<file path="src/rtl/seq_edge_event_serializer_if.sv">
//------------------------------------------------------------------------------
// Module   : seq_edge_event_serializer_if
// Brief    : Valid/ready event handshake carrying the serialized bit index.
// Revision : 1.0 - initial release
//------------------------------------------------------------------------------
`default_nettype none

interface seq_edge_event_serializer_if;
   logic       out_val;
   logic       out_rdy;
   logic [2:0] out_idx;

   modport master (
      output out_val,
      output out_idx,
      input  out_rdy
   );

   modport slave (
      input  out_val,
      input  out_idx,
      output out_rdy
   );
endinterface

`default_nettype wire

</file>
<file path="src/rtl/seq_edge_event_serializer.sv">
//------------------------------------------------------------------------------
// Module   : seq_edge_event_serializer
// Brief    : Round-robin serializer of an 8-bit edge mask into bit-index events.
//            Optional lost-event flags are built when EDGE_SER_OVF_EN is defined.
// Revision : 1.0 - initial release
//------------------------------------------------------------------------------
`default_nettype none

module seq_edge_event_serializer (
   input  logic                        clk,
   input  logic                        rst_n,
   input  logic [7:0]                  edges,
   seq_edge_event_serializer_if.master out,
   output logic [7:0]                  pending
`ifdef EDGE_SER_OVF_EN
   ,
   output logic [7:0]                  ovf,
   input  logic                        ovf_clr
`endif
);

   logic [7:0] r_pending;
   logic [2:0] r_ptr;

   logic [7:0] w_rot;
   logic [2:0] w_off;
   logic [2:0] w_idx;
   logic       w_grant;
   logic [7:0] w_gnt_vec;
   logic [7:0] w_pending_nxt;

   // Rotate pending so bit 0 is the one at ptr; the lowest set bit then wins.
   always_comb begin
      w_rot = 8'd0;
      for (int k = 0; k < 8; k++) begin
         w_rot[k] = r_pending[r_ptr + 3'(k)];
      end
   end

   always_comb begin
      w_off = 3'd0;
      for (int k = 7; k >= 0; k--) begin
         if (w_rot[k]) begin
            w_off = 3'(k);
         end
      end
   end

   assign w_idx         = r_ptr + w_off;
   assign out.out_val   = |r_pending;
   assign out.out_idx   = w_idx;
   assign w_grant       = out.out_val & out.out_rdy;
   assign w_gnt_vec     = w_grant ? (8'd1 << w_idx) : 8'd0;
   assign w_pending_nxt = (r_pending & ~w_gnt_vec) | edges;
   assign pending       = r_pending;

   always_ff @(posedge clk) begin
      if (!rst_n) begin
         r_pending <= 8'd0;
         r_ptr     <= 3'd0;
      end else begin
         r_pending <= w_pending_nxt;
         if (w_grant) begin
            r_ptr <= w_idx + 3'd1;
         end
      end
   end

`ifdef EDGE_SER_OVF_EN
   logic [7:0] r_ovf;
   logic [7:0] w_loss;

   // An edge on a bit granted this cycle re-pends it and is not a loss.
   assign w_loss = edges & r_pending & ~w_gnt_vec;
   assign ovf    = r_ovf;

   always_ff @(posedge clk) begin
      if (!rst_n) begin
         r_ovf <= 8'd0;
      end else if (ovf_clr) begin
         r_ovf <= w_loss;
      end else begin
         r_ovf <= r_ovf | w_loss;
      end
   end
`endif

endmodule

`default_nettype wire

</file>
<file path="src/flat_wrapper.sv">
// flat-port wrapper written by rule: the top's interface ports become plain ports
module seq_edge_event_serializer_flat 
  (clk, rst_n, edges, pending, out_out_val, out_out_idx, out_out_rdy);
  seq_edge_event_serializer_if out_i ();
  input  logic clk;
  input  logic rst_n;
  input  logic [7:0] edges;
  output logic [7:0] pending;
  output wire logic [$bits(out_i.out_val)-1:0] out_out_val;
  output wire logic [$bits(out_i.out_idx)-1:0] out_out_idx;
  input wire logic [$bits(out_i.out_rdy)-1:0] out_out_rdy;
  assign out_out_val = out_i.out_val;
  assign out_out_idx = out_i.out_idx;
  assign out_i.out_rdy = out_out_rdy;
  seq_edge_event_serializer u_core (.clk(clk), .rst_n(rst_n), .edges(edges), .out(out_i), .pending(pending));
endmodule
</file>
<file path="config.mk">
export PLATFORM = sky130hd
export DESIGN_NAME = seq_edge_event_serializer_flat
export DESIGN_NICKNAME = d
export VERILOG_FILES = /design/src/rtl/seq_edge_event_serializer_if.sv /design/src/rtl/seq_edge_event_serializer.sv /design/src/flat_wrapper.sv
export SDC_FILE = /design/constraint.sdc
export NUM_CORES = 1
export LEC_CHECK = 0
export CORE_ASPECT_RATIO = 0.75
export CORE_UTILIZATION = 50
export DETAILED_ROUTE_END_ITERATION = 7
export HOLD_SLACK_MARGIN = 0.02
export PLACE_DENSITY = 0.77
export SYNTH_ARGS = -nofsm -noshare
export SYNTH_HDL_FRONTEND = slang
export SYNTH_SLANG_ARGS = --single-unit
export TNS_END_PERCENT = 5
</file>
<file path="constraint.sdc">
create_clock -name clk -period 13 [get_ports clk]
set_input_delay 3.25 -clock clk [delete_from_list [all_inputs] [get_ports clk]]
set_output_delay 3.25 -clock clk [all_outputs]
set_load 0.03 [all_outputs]
</file>
==> flow_summary.yaml <==
run_status:
  status: "finished clean"
global_routing:
  antenna_found_initial: 0
  grt_usage: 0.243
  first_global_vias: 932
  grt_max_degree: 15
  grt_pass1_wl_um: 4640
  grt-ovfl-total: 0
drt:
  firstDrtPassIters: 4
  vias_per_cell: 5.95
  wl_um: 2810
  dr.first_iter.drc_count: 52
  via_count: 1000
  wl_per_cell_um: 16.7
  drc_errors: 0
  ant_nets: 0
clock_network:
  hold_buffers: 0
  cts_root_buf: "clkbuf_4"
  path_clk_slew_ns: 0.07
  cts.sinks: 11
  post_cts_buffers: 0
  ctsLongestPathBuffers: 2
  clk_latency_ns: 0.27
  cts_buffers: 3
  htree_levels: 1
  tritoncts: "yes"
  cts.repair.resized: 0
yosys:
  synthTopCellsByCount: "dfxtp_1, inv_1, ha_1"
  synth_cells: 114
  synthFlopType: "dfxtp_1"
  ys_seq_elements: 11
  synthArstFlopShare: 0
  synth_area_leaders: "dfxtp_1, mux4_2, ha_1"
  yosysMostFrequentCell: "dfxtp_1"
  ys_types: 39
  yosys.area.top_type: "dfxtp_1"
  syn_avg_cell_area_um2: 10.8
  synthesis.nets: 134
  synth-edff-count: 0
  seq_area_frac_synth: 0.179
  yosysWarnings: 0
  netlist_area_um2: 1230
  yosysTopAreaCellShare: 0.179
die:
  die_h_um: 45.0
  design.die.area_um2: 2670
  initial_utilization: 0.533
  coreArea_um2: 2310
  io_pins: 23
  fp-row-count: 15
  die_w_um: 59.3
finish:
  area_growth_pct: 20.5
  drive_gt1_frac: 0.172
  fin_nets: 155
  diodes: 0
  stdcell_count: 168
worst_setup_path:
  cpMaxStageDelayCell: "dfxtp_1"
  critPathArrivalTime_ns: 4.57
  worstSetupStartpointType: "flip-flop"
  critical_path.max_fanout: 14
  worstPathRequired_ns: 9.75
  cp-end-kind: "output port"
  worstPathCellList: "inv_1 > ha_1 > mux2i_1 > mux2_2 > mux2_2 > a211o_1 > a22oi_1 > ha_1 > inv_1 > fa_1 > xnor2_4 > xnor2_1 > clkdlybuf4s50_1"
  path_class: "flip-flop to output port"
  regToRegSetupSlack_ns: 8.62
  critPathMaxStageDelay_ns: 0.74
sta:
  hold_ws_ns: 0.633
  rsz0062_at_grt: "no"
  setup_viol: 0
  setup_tns_ns: 0
  skew_ns: 0.000797
  fmaxAchievable_mhz: 128
  drv_slew: 0
  slew_headroom: 0.540
  finalCritPeriodShare: 0.602
  tightest_slew_ns: 0.689
  fin_crit_ns: 7.82
  hold_viol: 0
job:
  drv_cap: 0
placement:
  place_hpwl_um: 2180
  portBuffers: 22
  placed_cells: 164
  gp_congestion: 0.894
worst_hold_path:
  worstHoldPathType: "flip-flop to flip-flop"
==> area by class of cell <==
class / count / area [um^2]
Clock buffer: 4 / 26.3
Multi-Input combinational cell: 88 / 941
Inverter: 9 / 33.8
Timing Repair Buffer: 22 / 220
Sequential cell: 11 / 220
Tap cell: 34 / 42.5
Fill cell: 203 / 825
==> path summary, 6_finish.rpt <==
kind                                         from  cells past startpoint           endpoint
worst max register to register    u_core.r_ptr[0]                     15    u_core.r_ptr[2]
worst max-delay path              u_core.r_ptr[0]                     13     out_out_idx[2]
worst min register to register  u_core.pending[7]                      2  u_core.pending[7]
worst min-delay path            u_core.pending[7]                      2  u_core.pending[7]
==> worst max-delay path: cells and delay by family, from the launching register on <==
kind                     cells  cell delay, ns
AO/OA/AOI/OAI                2            0.45
XOR/XNOR                     2            0.38
adder cells (fa/ha/maj)      3            1.09
buffers and inverters        3            0.88
flip-flops                   1            0.74
multiplexers                 3            0.76
==> metrics by stage <==
step                      cell area, um^2   util  setup WS (ns)
after floorplan                      1230      -           6.16
final                                1480  0.643           5.18
after detailed placement             1460  0.631           5.45
after CTS                            1480  0.643           5.15
after global routing                 1480  0.643           4.89
after global placement               1460  0.631           5.60
==> layout by cell type, fill, tap and decap left out, drive strengths merged <==
cell / count
clkdlybuf4s50: 22
dfxtp: 11
inv: 9
mux4: 9
ha: 8
nor2: 8
mux2i: 7
nor2b: 5
nand2: 5
nand3b: 5
mux2: 5
a21oi: 4
o221a: 4
o21ai: 4
clkbuf: 4
xnor2: 4
a41oi: 3
nor4: 3
xor2: 2
o211a: 2
nand2b: 1
o22a: 1
o2111ai: 1
a21boi: 1
o21ba: 1
o21bai: 1
a211o: 1
a22oi: 1
and2: 1
fa: 1
==> cells by family after synthesis <==
group | share of synthesized area
AND/OR/NAND/NOR | 0.132
AO/OA/AOI/OAI | 0.182
multiplexers | 0.279
buffers and inverters | 0.0569
flip-flops | 0.179
adder cells (fa/ha/maj) | 0.0976
XOR/XNOR | 0.0732
==> metal layers <==
layer / vias to the layer above / GRT usage / part of all wire
met3: 4 / 0.0659 / 0.11
met1: 465 / 0.344 / 0.44
met2: 55 / 0.362 / 0.45
met4: 0 / 0.0714 / 0.0085
met5: - / 0 / 0
li1: 476 / - / -
==> sequential cells by signal (all words and copies together), names as in the netlist <==
| register | flops |
|---|---|
| u_core.r_ptr | 3 |
| u_core.pending | 8 |
Power is left out: the tool's default activity adds up to more than one toggle a clock period on the data nets, which glitch-free logic cannot reach.
==> variant: new RTL, same settings <==
`r_pending` no longer has a reset.
--- a/src/rtl/seq_edge_event_serializer.sv
+++ b/src/rtl/seq_edge_event_serializer.sv
@@ -58,6 +58,4 @@
       if (!rst_n) begin
-         r_pending <= 8'd0;
          r_ptr     <= 3'd0;
       end else begin
-         r_pending <= w_pending_nxt;
          if (w_grant) begin
@@ -66,2 +64,6 @@
       end
+   end
+
+   always_ff @(posedge clk) begin
+      r_pending <= w_pending_nxt;
    end
Check against the original RTL: not equivalent (a bounded check fails within 4 cycles, from zero or initial values and one cycle with rst_n low).
==> variant against the unedited design <==
Design area is 0.42% lower; area after synthesis stayed put; sequential cell count stayed put; non-clock buffer count unchanged; worst setup slack got worse by 0.52 ns; wire length is 13% higher; utilization is 0.27 points lower; largest cell class unchanged.
==> variant: results (changes against the unedited design) <==
- Synth top cells by count: nor2_1 (12), dfxtp_1 (11), nand2_1 (9) (was dfxtp_1 (11), inv_1 (9), ha_1 (8))
- ANT cells: 0 (unchanged)
- Type of origin of the critical path: flip-flop (unchanged)
- Vias/cell: 6.497 (was 5.952)
- Critical path's top delay family: multiplexers (was adder cells)
- Clock slew at reported path FFs: 0.07 ns (about the same)
- Root Buffer: clkbuf_4 (unchanged)
- Clk_skew: 0.005186 ns (was 0.0007973 ns)
- Global-route wire length before repair: 5071 um (was 4643 um)
- Top_reg_cell synth: dfxtp_1 (unchanged)
- Worst path slowest cell: dfxtp_1 (unchanged)
- Max reg flops: 8 (unchanged)
- Finished layout cell area: 1478 um^2 (was 1484 um^2)
- Layout cells sized above 1: 0.1429 (was 0.1716)
- Post-Synth Adder-Cell Area: 0.09756 (unchanged)
- Synth cell types: 37 (was 39)
- Synth Net Count: 147 (was 134)
- Complex-gate fraction of the synthesized area: 0.2043 (was 0.1819)
- Biggest cell delay along the critical path: 0.75 ns
- Routability cong.: 0.8713 (was 0.8943)
- Tot GR Track Use: 0.2646 (was 0.2427)
- Async S/R FF share, synth: 0 (unchanged)
- Fillers: 208 (was 203)
- Post-CTS Setup Bufs: 0 (unchanged)
- Initial DRC count: 48 (was 52)
- Sequential area share after synthesis: 0.1789 (unchanged)
- Post-synthesis mux area share: 0.2663 (was 0.2795)
- H-tree levels: 1 (unchanged)
- Status: finished, final reports clean (unchanged)
- WL final: 3176 um (was 2813 um)
- Buffers on Ports: 22 (unchanged)
- Hold Crit Class: reg -> reg (unchanged)
- VDD IR max: roughly 0.00014 V
- Tightest Pin Transition: 0.8571 ns (was 0.6890 ns)
- CP max FO: 14 (unchanged)
- Static Leakage: 0.5005 nW
- Initial antenna violation count: 0 (unchanged)
- Final net count: 168 (was 155)
- WP data arrival: 5.10 ns (was 4.57 ns)
- Clock Latency Late Sink: 0.28 ns
- Clock buffer count from CTS: 3 (unchanged)
- Placement Setup Slack: 4.974 ns (was 5.451 ns)
- Pre-Repair DR Iteration Count: 4 (unchanged)
- Post-DP HPWL: 2523 um (was 2177 um)
- Synth warnings: 0 (unchanged)
- Post_cts resized: 0 (unchanged)
- Clock Tree Buf Depth: 2 (unchanged)
- Largest cells by area after synthesis: dfxtp_1 (18%), mux4_2 (15%), ha_1 (8.1%), mux2_2 (5.5%), a2111oi_0 (5.0%) (was dfxtp_1 (18%), mux4_2 (13%), ha_1 (8.1%), mux2i_1 (5.7%), xnor2_4 (4.5%))
- Post-synthesis xor/xnor area fraction: 0.04980 (was 0.07317)
- Vias in the first global route: 1080 (was 932)
- Largest net degree at the start of global routing: 15 (unchanged)
-- variant: metrics by stage --
step / total power [mW] / hold WS [ns] / cells
2_1_floorplan: 0.1816 / 0.6581 / 127
3_3_place_gp: 0.2234 / 0.5770 / 177
3_5_place_dp: 0.2290 / 0.5895 / 177
4_1_cts: 0.2544 / 0.6000 / 181
5_1_grt: 0.2730 / 0.6257 / 181
6_report: 0.2550 / 0.6053 / 181
-- variant: cells by family (layout without fill, tap and decap cells) --
kind of cell	Yosys count	after routing
buffers and inverters	12	32
AO/OA/AOI/OAI	29	29
adder cells (fa/ha/maj)	9	9
multiplexers	20	20
flip-flops	11	11
XOR/XNOR	7	7
AND/OR/NAND/NOR	39	39
-- variant: report_power, final --
part           leakage [nW]  internal (mW)  switching (mW)
clock                0.0150         0.0119          0.0131
sequential           0.0901         0.0417          0.0226
combinational         0.395         0.0751          0.0905
-- variant: final timing paths --
check                               start                      endpoint  slack (ns)  cells after the start
max          u_core.r_ptr[0]$_SDFFE_PN0P_                out_out_idx[2]        4.65                     11
min             u_core.pending[7]$_DFF_P_     u_core.pending[7]$_DFF_P_        0.61                      1
max reg2reg  u_core.r_ptr[0]$_SDFFE_PN0P_  u_core.r_ptr[2]$_SDFFE_PN0P_        8.29                     13
min reg2reg     u_core.pending[7]$_DFF_P_     u_core.pending[7]$_DFF_P_        0.61                      1
-- variant: metal layers --
metal,GRT usage,vias to the layer above,wire length [um]
met4,0.09524,0,48
li1,-,532,-
met5,0,-,0
met3,0.08596,8,242
met1,0.3544,587,1430
met2,0.4022,49,1455
-- variant: cell type report --
type	count	area (um^2)	area share
Inverter	6	22.52	0.01524
Timing Repair Buffer	22	220.2	0.1490
Clock buffer	4	26.28	0.01778
Sequential cell	11	220.2	0.1490
Multi-Input combinational cell	104	945.9	0.6401
Tap cell	34	42.54	0.02879
